<file path="src/rtl/dmux_deserializer_8bit.sv">
// rtl/dmux_deserializer_8bit.sv - bit-serial to byte deserializer; optional parity beat via DESER_PARITY_EN
module dmux_deserializer_8bit #(
  parameter bit MSB_FIRST = 1'b0
) (
  input  logic       clk,
  input  logic       rst_n,
  input  logic       clr,
  input  logic       in_bit,
  input  logic       in_valid,
  output logic       in_ready,
  output logic [7:0] out_data,
  output logic       out_valid,
  input  logic       out_ready,
  output logic       out_perr,
  output logic [2:0] bit_idx
);

  logic [7:0] asm_q;
  logic [7:0] asm_next;
  logic [2:0] slot;
  logic       beat;
  logic       next_final;

`ifdef DESER_PARITY_EN
  typedef enum logic {
    ST_COLLECT = 1'b0,
    ST_PARITY  = 1'b1
  } state_t;

  state_t state;

  // The parity beat is the one that completes a word.
  assign next_final = (state == ST_PARITY);
`else
  // Without parity the eighth data beat completes the word.
  assign next_final = (bit_idx == 3'd7);
  assign out_perr   = 1'b0;
`endif

  // DMUX select: slot the incoming bit according to the link bit order.
  assign slot = MSB_FIRST ? (3'd7 - bit_idx) : bit_idx;

  // Only a word-completing beat must wait for the held byte to drain.
  assign in_ready = !(next_final && out_valid && !out_ready);
  assign beat     = in_valid && in_ready;

  // Assembly register with the current bit steered into its slot.
  always_comb begin
    asm_next       = asm_q;
    asm_next[slot] = in_bit;
  end

  // Collect FSM plus output byte register.
  always_ff @(posedge clk or negedge rst_n) begin
    if (!rst_n) begin
      asm_q     <= 8'd0;
      bit_idx   <= 3'd0;
      out_data  <= 8'd0;
      out_valid <= 1'b0;
`ifdef DESER_PARITY_EN
      out_perr  <= 1'b0;
      state     <= ST_COLLECT;
`endif
    end else begin
      if (out_valid && out_ready) begin
        out_valid <= 1'b0;
      end
      if (clr) begin
        asm_q   <= 8'd0;
        bit_idx <= 3'd0;
`ifdef DESER_PARITY_EN
        state   <= ST_COLLECT;
`endif
      end else if (beat) begin
`ifdef DESER_PARITY_EN
        case (state)
          ST_COLLECT: begin
            asm_q   <= asm_next;
            bit_idx <= bit_idx + 3'd1;
            if (bit_idx == 3'd7) begin
              state <= ST_PARITY;
            end
          end
          ST_PARITY: begin
            out_data  <= asm_q;
            out_perr  <= ^{asm_q, in_bit};
            out_valid <= 1'b1;
            asm_q     <= 8'd0;
            bit_idx   <= 3'd0;
            state     <= ST_COLLECT;
          end
        endcase
`else
        if (bit_idx == 3'd7) begin
          out_data  <= asm_next;
          out_valid <= 1'b1;
          asm_q     <= 8'd0;
          bit_idx   <= 3'd0;
        end else begin
          asm_q   <= asm_next;
          bit_idx <= bit_idx + 3'd1;
        end
`endif
      end
    end
  end

endmodule

</file>
<file path="config.mk">
export PLATFORM = sky130hd
export DESIGN_NAME = dmux_deserializer_8bit
export DESIGN_NICKNAME = d
export VERILOG_FILES = /design/src/rtl/dmux_deserializer_8bit.sv
export SDC_FILE = /design/constraint.sdc
export NUM_CORES = 1
export LEC_CHECK = 0
export ABC_AREA = 1
export BUFFER_PORTS_ARGS = -buffer_cell sky130_fd_sc_hd__buf_2
export CORE_UTILIZATION = 50
export DETAILED_ROUTE_END_ITERATION = 6
export MAX_ROUTING_LAYER = met4
export PLACE_DENSITY = 0.73
export SLEW_MARGIN = 20
export SYNTH_ARGS = -nofsm -noshare
export SYNTH_HDL_FRONTEND = slang
export SYNTH_SLANG_ARGS = --single-unit
</file>
<file path="constraint.sdc">
create_clock -name clk -period 2.5 [get_ports clk]
set_input_delay 0.25 -clock clk [delete_from_list [all_inputs] [get_ports clk]]
set_output_delay 0.25 -clock clk [all_outputs]
set_load 0.01 [all_outputs]
</file>
Word level (Yosys, flattened, before mapping)
Index checks and enable logic that the tools add are counted.
{ "totals": {"reg_bits": 20, "output_inout_bits": 14} }
{ "classes": {"add_sub_neg": 1, "order_cmp": 2, "eq_ne": 1, "n_mux": 13, "bitwise": 1, "reduce_logical": 9} }
{ "op_table": {"columns": ["cell", "count"], "rows": [
  ["2-to-1 mux 8 bit", 3],
  ["2-to-1 mux 3 bit", 3],
  ["bitwise mux 8 bit", 1],
  ["logical AND 1 bit", 5],
  ["2-to-1 mux 1 bit", 5],
  ["< comparator 3 x 4 -> 1 bit (second input constant)", 1],
  ["adder 3 x 1 -> 3 bit (second input constant)", 1],
  ["demux 1 bit (select 3 bit)", 1],
  ["== test 3 bit (second input constant)", 1],
  [">= comparator 3 x 1 -> 1 bit (second input constant)", 1],
  ["AND reduction 3 bit", 1],
  ["zero test 1 bit", 2],
  ["nonzero test 2 bit", 1],
  ["NOT 1 bit", 1]
]} }

Depth between registers and ports, before layout
Gate-level depths: netlist (run 1).
{ "depth": {"ltp_word": 8, "mapped_depth": 7, "mapped_depth_nobuf": 7} }

Least setup slack after synthesis (run 1)
No wires, ideal clock.
{ "synth_timing": {"kind": "register to register", "start": "register bit_idx[0]", "end": "register asm_q[1]", "arrival_time_ns": 1.298, "required_ns": 2.383, "path_slack_ns": 1.085, "path_stages_with_launch": 8, "synth_period_minus_slack_ns": 1.415, "cell_sequence": "dfrtp_1 -> ha_1 -> ha_1 -> nand3_2 -> nand2_1 -> buf_4 -> nand3_1 -> nand2_1"} }
{ "synth_between": {"word_cells_on_any_way": 15} }
{ "synth_lines": {"columns": ["element", "line", "source"], "rows": [
  ["from (decl)", "15", "output logic [2:0] bit_idx"],
  ["from (signal assigned)", "101", "bit_idx <= bit_idx + 3'd1;"],
  ["== test 3 bit", "36", "assign next_final = (bit_idx == 3'd7);"],
  ["logical AND 1 bit (2 in a row)", "44", "assign in_ready = !(next_final && out_valid && !out_ready);"],
  ["zero test 1 bit", "44", null],
  ["net in_ready", "10", "output logic in_ready,"],
  ["logical AND 1 bit", "45", "assign beat = in_valid && in_ready;"],
  ["nonzero test 2 bit (no source line)", null, null],
  ["to (signal assigned)", "100", "asm_q <= asm_next;"],
  ["to (decl)", "18", "logic [7:0] asm_q;"]
]} }
The timed path passes the listed nets, and every way through them passes these cells. The select of a mux whose other input is x is not followed.
A chain may end at the register's enable or synchronous reset.

Final worst setup path (run 1)
{ "layout_timing": {"start": "register bit_idx[1]", "end": "output port in_ready"} }
{ "layout_between": {"elab_chain_cells": 4} }
{ "layout_rtl": {"columns": ["element", "line"], "rows": [
  ["== test 3 bit", "36"],
  ["logical AND 1 bit (2 in a row)", "44"],
  ["zero test 1 bit", "44"],
  ["to (decl)", "10"]
]} }
No other way between the ends.

==> key figures, run 1 <==
Status
  • Status: completed

Synth
  • Synth Instances: 137
  • Register area share after synthesis: 47.7%
  • Ys Warns: 0
  • Fraction of registers with async set/reset: 100%
  • Syn nets: 145
  • Share of the synthesized area in the top cell type: 47.7%
  • Top FF cell, synth: dfrtp_1
  • Synth Cell Area: 1050 um2
  • Number of synthesized flops with an enable pin: 0
  • Yosys cell types: 14
  • Post-synthesis register bit count: 20
  • Most frequent cells after synthesis: nand2_1 (54), nand3_1 (29), dfrtp_1 (20), inv_1 (9), nand4_1 (6)
  • Most numerous cell in the Yosys netlist: nand2_1
  • Ranking of synthesized cells by area: dfrtp_1 (48%), nand2_1 (19%), nand3_1 (14%)
  • Mean Syn Cell Area: 7.65 um2
  • Top cell type by total area after synthesis: dfrtp_1

Timing
  • Fmax: 536 MHz
  • Setup tns final: 0 ps
  • Fin Hold WS: 219 ps
  • Final hold vios: 0
  • RSZ-0062 raised after global routing: no
  • Final Max Slew Viols: 0
  • Final setup viols: 0
  • Tcrit/Tclk final: 74.7%
  • Setup ws final: 634 ps
  • Min Clock Period, post-route: 1870 ps
  • Clk_skew: 7.50 ps

Pwr
  • Pwr dens: 494 nW/um2
  • VDD IR max: 0.365 mV
  • Leak Pwr: 0.703 nW

Final layout
  • Finished Cell Area: 1180 um2
  • Antenna Cells: 0
  • Fraction of layout instances using a drive strength above 1: 18.8%
  • Area Overhead vs Synth: 12.4%
  • Nets@finish: 163

Clock tree
  • Num CTS Buffers: 3
  • CTS Buffer Depth: 2
  • Setup Buffers After CTS: 0
  • Root Buffer: clkbuf_4
  • Worst-Skew Late Latency: 300 ps
  • CTS sink count: 20
  • H-tree depth: 1
  • CTS tree: done
  • Clock transition at the registers of the reported paths: 110 ps

Critical path
  • Crit path kind: reg -> out
  • Slowest stage delay, CP: 590 ps
  • Worst-path fanout max: 13
  • CP Capture Type: output pin
  • Most used cell along the critical path: ha_1
  • Crit-path cells: ha_1 -> ha_1 -> nand3_2 -> buf_2
  • Worst reg-to-reg path cell count: 6
  • Critical Path Source Type: flip-flop
  • Slowest cell on crit path: dfrtp_1
  • Worst EP arrival: 1620 ps
  • Worst EP required: 2250 ps

Die
  • Standard-cell row count: 16
  • Die Area: 2280 um2
  • Initial Util: 53.4%
  • Top Ports: 20
  • Core ar.: 1960 um2
  • Die Wd: 47.8 um
  • Die height: 47.8 um

Drt
  • Vias/cell: 5.09
  • DRT iter0 DRCs: 37
  • Drt drc: 0
  • Vias after detailed routing: 922
  • Final WL: 2100 um
  • Routed Antenna Nets: 0
  • DR WL/cell: 11.6 um
  • DRT Pass-1 Iters: 4

Place
  • Placer Congestion: 0.849
  • Number of I/O port buffers: 18
  • Pre-CTS setup slack: 782 ps
  • Placed Area: 1130 um2
  • Post-DP HPWL: 1460 um

Flow run
  • Max-cap violations: 0

GRT
  • GRT Overall Usage: 22.5%
  • Largest net degree at the start of global routing: 21
  • First-pass GRT wire length: 3440 um
  • Vias in the first global route: 761
  • GRT overflow: 0
  • Initial antenna violation count: 0

Worst hold path
  • Hold depth: 4
  • Worst hold-check path type: in -> reg
[registers in the layout, indices dropped and copies added, names as in the netlist]
signal / count
out_data: 8
asm_q: 8
bit_idx: 3
out_valid: 1
[timing repair]
action,CTS,global route
hold buffers,1,0
gates resized for setup,0,0
hold endpoints to repair,20,0
[report_power, final]
part / total [W] / internal [W] / switching (W)
Combinational: 0.0000578 / 0.0000167 / 0.0000411
Sequential: 0.000341 / 0.000329 / 0.0000112
Clock: 0.000184 / 0.0000889 / 0.0000948
[cell usage in the layout (no fill, tap or decap), drive strengths merged]
cell type and instances:
conb 1, buf 18, ha 2, clkbuf 4, dfrtp 20, nand4 6, dlygate4sd3 1, nand2 54
nor2 5, nand3 31, inv 12
[cell families (layout without fill, tap and decap cells)]
| family | after synthesis | in the layout | share of synthesized area (%) |
|---|---|---|---|
| simple gates | 96 | 96 | 41.4 |
| flops | 20 | 20 | 47.7 |
| buf+inv | 18 | 35 | 8.11 |
| fa+ha+maj | 2 | 2 | 2.39 |
| other cells | 1 | 1 | 0.358 |
[worst paths after layout]
kind	from	endpoint	slack, ps
max	bit_idx[1]$_DFFE_PN0P_	in_ready	630
min	out_ready	out_valid$_DFF_PN0_	220
max reg2reg	bit_idx[1]$_DFFE_PN0P_	asm_q[0]$_DFFE_PN0P_	730
min reg2reg	out_data[6]$_DFFE_PN0P_	out_data[6]$_DFFE_PN0P_	470
max in group asynchronous	rst_n	asm_q[6]$_DFFE_PN0P_	1760
min in group asynchronous	rst_n	out_data[7]$_DFFE_PN0P_	430
[layer usage]
metal / vias up / GRT usage [%] / routed length (um)
li1: 472 / - / -
met1: 401 / 31.4 / 978
met2: 46 / 33.0 / 962
met3: 3 / 3.40 / 145
met4: 0 / 8.33 / 17
met5: - / - / 0
[cell type report]
type / count / area [um2]
clock buffers: 4 / 36.3
fillers: 197 / 783
inverters: 12 / 45.0
multi-input cells: 99 / 463
flip-flops and latches: 20 / 500
well taps: 27 / 33.8
repair buffers: 19 / 100
[worst max-delay path, delay by kind of cell, from the launching register on]
kind | cells | cell delay (ps)
and+or+nand+nor | 1 | 120
DFF | 1 | 590
adders and majority gates | 2 | 440
buffers and inverters | 1 | 160
[stage by stage]
step	instances	power, W	utilization, %
after floorplan	137	0.000384	-
after global placement	176	0.000402	57.7
after detailed placement	176	0.000403	57.7
after CTS	181	0.000587	60.1
after global routing	181	0.000612	60.1
final	181	0.000582	60.1
No activity file was read; power rests on OpenSTA's default activity.
==> inputs of run 2 (changes only) <==
- CORE_UTILIZATION: 50 -> 48
- clock period: 2.5 -> 1.6 ns (I/O delays scaled with it)
==> key figures, run 2 (synthesis gave the netlist of run 1 again) <==
Status
  • Status: completed

Pwr
  • Sequential power share: 56.1% (-2.4 points)
  • Clock Power Share: 32.0% (+0.5 points)
  • VDD IR max: 0.437 mV (+20%)
  • P_int: 0.000686 W (+58%)
  • Comb pwr share: 11.9% (+2.0 points)
  • Pwr dens: 771 nW/um2 (+56%)
  • Net Switching: 0.000242 W (+65%)
  • Switching share of total power: 26.1% (+0.85 points)
  • Leak Pwr: 0.715 nW (+1.8%)

Clock tree
  • CTS sink count: 20 (unchanged)
  • CTS Buffer Depth: 2 (unchanged)
  • Worst-Skew Late Latency: 300 ps (about the same)
  • Clock transition at the registers of the reported paths: 120 ps (about the same)
  • Num CTS Buffers: 3 (unchanged)
  • Root Buffer: clkbuf_4
  • CTS tree: done
  • H-tree depth: 1 (unchanged)

GRT
  • Initial antenna violation count: 0 (unchanged)
  • Largest net degree at the start of global routing: 21 (unchanged)
  • GRT overflow: 0 (unchanged)
  • First-pass GRT wire length: 3830 um (+11%)
  • Vias in the first global route: 878 (+15%)
  • GRT Overall Usage: 21.3% (-1.2 points)

Timing
  • Fmax: 660 MHz
  • Final setup viols: 0 (unchanged)
  • Final hold vios: 0 (unchanged)
  • Setup tns final: 0 ps (unchanged)
  • Fin Hold WS: 132 ps (-86.9 ps)
  • Clk_skew: 8.28 ps (+0.776 ps)
  • Min Clock Period, post-route: 1520 ps
  • Final Max Slew Viols: 0 (unchanged)
  • RSZ-0062 raised after global routing: no
  • Tcrit/Tclk final: 94.7%

Drt
  • Routed Antenna Nets: 0 (unchanged)
  • DRT Pass-1 Iters: 4 (unchanged)
  • Vias after detailed routing: 972 (+5.4%)
  • DR WL/cell: 12.1 um (+4.0%)
  • Vias/cell: 5.28 (+3.7%)
  • DRT iter0 DRCs: 42 (+14%)
  • Drt drc: 0 (unchanged)
  • Final WL: 2220 um (+5.7%)

Final layout
  • Commonest non-fill, non-tap cell in the layout: nand2_1
  • Final core occ: 60.1% (about the same)
  • Nets@finish: 166 (+1.8%)
  • Area Overhead vs Synth: 14.8%
  • Antenna Cells: 0 (unchanged)
  • Biggest regs: asm_q: 8 flops, out_data: 8 flops, bit_idx: 3 flops
  • Fillers: 185 (-6.1%)
  • Fraction of layout instances using a drive strength above 1: 21.0% (+2.2 points)
  • FF+latch area: 500 um2 (unchanged)
  • Area of the multi-input gates: 465 um2 (+0.54%)
  • Most frequent cells in the layout: nand2_1 (54), nand3_1 (29), dfrtp_1 (20), buf_2 (18), inv_1 (9)
  • Finished Cell Area: 1200 um2 (+2.1%)

Die
  • Die Area: 2380 um2 (+4.0%)
  • Die Wd: 48.7 um (+2.0%)
  • Initial Util: 52.4% (-1.1 points)
  • Die height: 48.7 um (+2.0%)
  • Top Ports: 20 (unchanged)
  • Standard-cell row count: 16 (unchanged)
  • Core ar.: 2000 um2 (+2.0%)

Critical path
  • Worst reg-to-reg path cell count: 6 (unchanged)
  • Crit path kind: reg -> out
  • Worst EP required: 1440 ps (-810 ps)
  • Critical Path Source Type: flip-flop
  • Worst EP arrival: 1360 ps (-260 ps)
  • CP Capture Type: output pin
  • Worst-path fanout max: 4 (-9)

Worst hold path
  • Worst hold-check path type: in -> reg
  • Hold depth: 4 (unchanged)

Flow run
  • Max-cap violations: 0 (unchanged)

Place
  • Number of I/O port buffers: 18 (unchanged)
  • Post-DP HPWL: 1630 um (+12%)
  • Placer Congestion: 0.838 (-1.3%)
  • Placed Area: 1150 um2 (+2.0%)
-- run 2: cell types whose count changed in the layout (fill, tap and decap cells not counted), sizes merged --
cell	previous run	this run
buf	18	21
-- run 2: final cells by class --
class                      count  area share [%]
clock buffer                   4            3.01
inverter                      12            3.74
multi-input combinational     99            38.7
sequential                    20            41.6
timing repair buffer          22            10.2
tap                           27            2.81
-- run 2: what timing repair did --
item                                    in CTS  in global routing
buffers inserted                             0                  0
hold buffers                                 1                  0
endpoints found under the hold margin       20                  0
endpoints found under the setup margin       0                  6
gates resized for setup                      0                  1
-- run 2: worst paths after layout --
kind                            slack, ps                 endpoint               startpoint
worst max-delay path                   80                 in_ready   bit_idx[0]$_DFFE_PN0P_
worst min-delay path                  130      out_valid$_DFF_PN0_                out_ready
worst max register to register        140     asm_q[4]$_DFFE_PN0P_   bit_idx[0]$_DFFE_PN0P_
worst min register to register        480  out_data[5]$_DFFE_PN0P_  out_data[5]$_DFFE_PN0P_
max in group asynchronous             980     asm_q[6]$_DFFE_PN0P_                    rst_n
min in group asynchronous             310      out_valid$_DFF_PN0_                    rst_n
-- run 2: metal layers --
| metal | wire [um] | vias to the layer above | track usage [%] |
|---|---|---|---|
| met5 | 0 | - | - |
| met4 | 33 | 0 | 8.33 |
| met3 | 130 | 5 | 3.14 |
| met2 | 1060 | 33 | 34.3 |
| met1 | 1000 | 455 | 27.1 |
| li1 | - | 479 | - |
-- run 2: per-stage QoR --
step                      setup slack (ps)  std cells  total power (W)
final                                 84.6        184         0.000928
after global routing                  29.6        184         0.000967
after CTS                             39.7        184         0.000928
after detailed placement               103        179         0.000639
after global placement                 176        179         0.000634
after floorplan                        185        137         0.000600
-- run 2: critical path, cell delays in order (launching register included) --
cell and delay (ps):
dfrtp_1 410, ha_1 210, ha_2 200, nand3_2 100, buf_2 130
-- run 2: power groups by stage --
stage	registers, W	clock network [W]	logic (W)
after floorplan	0.000533	0	0.0000673
after global placement	0.000530	0	0.000104
after detailed placement	0.000531	0	0.000108
after CTS	0.000521	0.000298	0.000110
after global routing	0.000522	0.000320	0.000124
final	0.000521	0.000297	0.000110
==> inputs of run 3 (changes only) <==
- GPL_TIMING_DRIVEN: not set -> 0
==> key figures, run 3 (synthesis gave the netlist of run 1 again) <==
Final layout
  • Finished Cell Area: 1210 um2 (+0.83%)
  • Most frequent cells in the layout: nand2_1 (54), nand3_1 (29), dfrtp_1 (20), buf_2 (19), inv_1 (9)
  • Antenna Cells: 0 (unchanged)
  • Commonest non-fill, non-tap cell in the layout: nand2_1
  • Biggest regs: asm_q: 8 flops, out_data: 8 flops, bit_idx: 3 flops
  • Fraction of layout instances using a drive strength above 1: 22.0% (+0.99 points)
  • Nets@finish: 169 (+1.8%)
  • Area Overhead vs Synth: 15.8%
  • Fillers: 205 (+11%)
  • Final core occ: 60.6% (+0.50 points)

Timing
  • Tcrit/Tclk final: 95.4% (+0.65 points)
  • Fmax: 655 MHz (-0.69%)
  • RSZ-0062 raised after global routing: no
  • Final hold vios: 0 (unchanged)
  • Min Clock Period, post-route: 1530 ps (+10.5 ps)
  • Final setup viols: 0 (unchanged)
  • Final Max Slew Viols: 0 (unchanged)
  • Setup tns final: 0 ps (unchanged)
  • Clk_skew: 8.48 ps (+0.208 ps)

Critical path
  • CP Launch Point: bit_idx[1]$_DFFE_PN0P_
  • Critical Path Source Type: flip-flop
  • Number of buffers and inverters on the critical path: 1 (unchanged)
  • Worst-path fanout max: 4 (unchanged)
  • Worst EP arrival: 1370 ps (about the same)
  • CP Capture Type: output pin
  • Slowest stage delay, CP: 410 ps (about the same)
  • Delay-heaviest family, CP: flip-flops
  • Worst EP required: 1440 ps (about the same)
  • Slowest cell on crit path: dfrtp_1
  • Crit-path cells: ha_1 -> ha_2 -> nand3_2 -> buf_6
  • Worst r2r src: bit_idx[1]$_DFFE_PN0P_
  • Crit path kind: reg -> out

Worst hold path
  • Worst hold-check path type: in -> reg
  • Hold_sp: out_ready

Pwr
  • Sequential power share: 59.9% (+3.8 points)
  • Leak Pwr: 0.726 nW (+1.4%)
  • VDD IR max: 0.501 mV (+15%)
  • Net Switching: 0.000234 W (-3.6%)
  • Switching share of total power: 26.8% (+0.71 points)
  • P_int: 0.000637 W (-7.1%)
  • Comb pwr share: 12.6% (+0.7 points)
  • Pwr dens: 718 nW/um2 (-6.9%)
  • Clock Power Share: 27.5% (-4.5 points)

Place
  • Placed Area: 1170 um2 (+1.5%)
  • Number of I/O port buffers: 18 (unchanged)
  • Placer Congestion: 0.881 (+5.1%)
  • Post-DP HPWL: 1490 um (-8.7%)

GRT
  • GRT Overall Usage: 21.0% (-0.31 points)
  • Vias in the first global route: 814 (-7.3%)
  • Initial antenna violation count: 0 (unchanged)
  • Largest net degree at the start of global routing: 21 (unchanged)
  • First-pass GRT wire length: 3730 um (-2.7%)
  • GRT overflow: 0 (unchanged)

Die
  • Initial Util: 52.4% (unchanged)
  • Standard-cell row count: 16 (unchanged)
  • Top Ports: 20 (unchanged)
  • Core ar.: 2000 um2 (unchanged)
  • Die height: 48.7 um (unchanged)
  • Die Wd: 48.7 um (unchanged)
  • Die Area: 2380 um2 (unchanged)

Drt
  • Drt drc: 0 (unchanged)
  • DRT iter0 DRCs: 18 (-57%)
  • Vias/cell: 5.14 (-2.7%)
  • Vias after detailed routing: 956 (-1.6%)
  • Final WL: 2090 um (-5.9%)
  • DR WL/cell: 11.3 um (-6.9%)
  • Routed Antenna Nets: 0 (unchanged)
  • DRT Pass-1 Iters: 4 (unchanged)

Clock tree
  • Num CTS Buffers: 3 (unchanged)
  • CTS tree: done
  • CTS sink count: 20 (unchanged)
  • Root Buffer: clkbuf_4
  • CTS Buffer Depth: 2 (unchanged)
  • H-tree depth: 1 (unchanged)
  • Setup Buffers After CTS: 0 (unchanged)
  • Clock transition at the registers of the reported paths: 110 ps (about the same)
  • Worst-Skew Late Latency: 300 ps (about the same)

Flow run
  • Max-cap violations: 0 (unchanged)

Status
  • Status: completed
run 3: area by class of cell:
class / count / area [um2] / share of cell area [%]
inverters: 12 / 45.0 / 3.71
multi-input cells: 99 / 465 / 38.4
plain buffers: 6 / 40.0 / 3.30
repair buffers: 19 / 106 / 8.76
clock buffers: 3 / 22.5 / 1.86
well taps: 27 / 33.8 / 2.78
flip-flops and latches: 20 / 500 / 41.2
run 3: worst paths after layout:
check	end	slack, ps	cells after the start
worst min register to register	out_data[5]$_DFFE_PN0P_	480	2
max in group asynchronous	out_data[3]$_DFFE_PN0P_	960	2
worst min-delay path	out_valid$_DFF_PN0_	130	4
worst max register to register	out_data[2]$_DFFE_PN0P_	160	7
min in group asynchronous	out_valid$_DFF_PN0_	320	2
worst max-delay path	in_ready	70	4
run 3: timing repair:
action	in CTS	in global routing
hold buffers	1	0
gates resized for setup	0	2
endpoints found under the hold margin	20	0
endpoints found under the setup margin	0	3
run 3: per-layer routing:
metal  vias up  track usage (%)  share of wire (%)
met4         0             7.35                1.7
met3         4             2.83                4.8
met2        25             30.6                 44
met5         -                -                  0
met1       439             30.0                 49
li1        488                -                  -
run 3: through the flow:
step | power, W | worst slack (ps) | cells | hold slack [ps]
5_1_grt | 0.000918 | 0.763 | 186 | 144
4_1_cts | 0.000879 | 18.9 | 186 | 119
2_1_floorplan | 0.000600 | 185 | 137 | -136
6_report | 0.000871 | 74.1 | 186 | 125
3_5_place_dp | 0.000639 | 144 | 182 | 132
3_3_place_gp | 0.000637 | 165 | 182 | 123
run 3: worst min-delay path, cell delays in order:
cell	delay, ps
buf_2	70
inv_1	50
nand2_1	70
nand2_1	50
run 3: power groups by stage:
stage	Sequential, W	Clock [W]	Combinational (W)
final	0.000522	0.000239	0.000110
after detailed placement	0.000532	0	0.000108
after floorplan	0.000533	0	0.0000673
after CTS	0.000522	0.000247	0.000110
after global routing	0.000524	0.000269	0.000126
after global placement	0.000531	0	0.000105
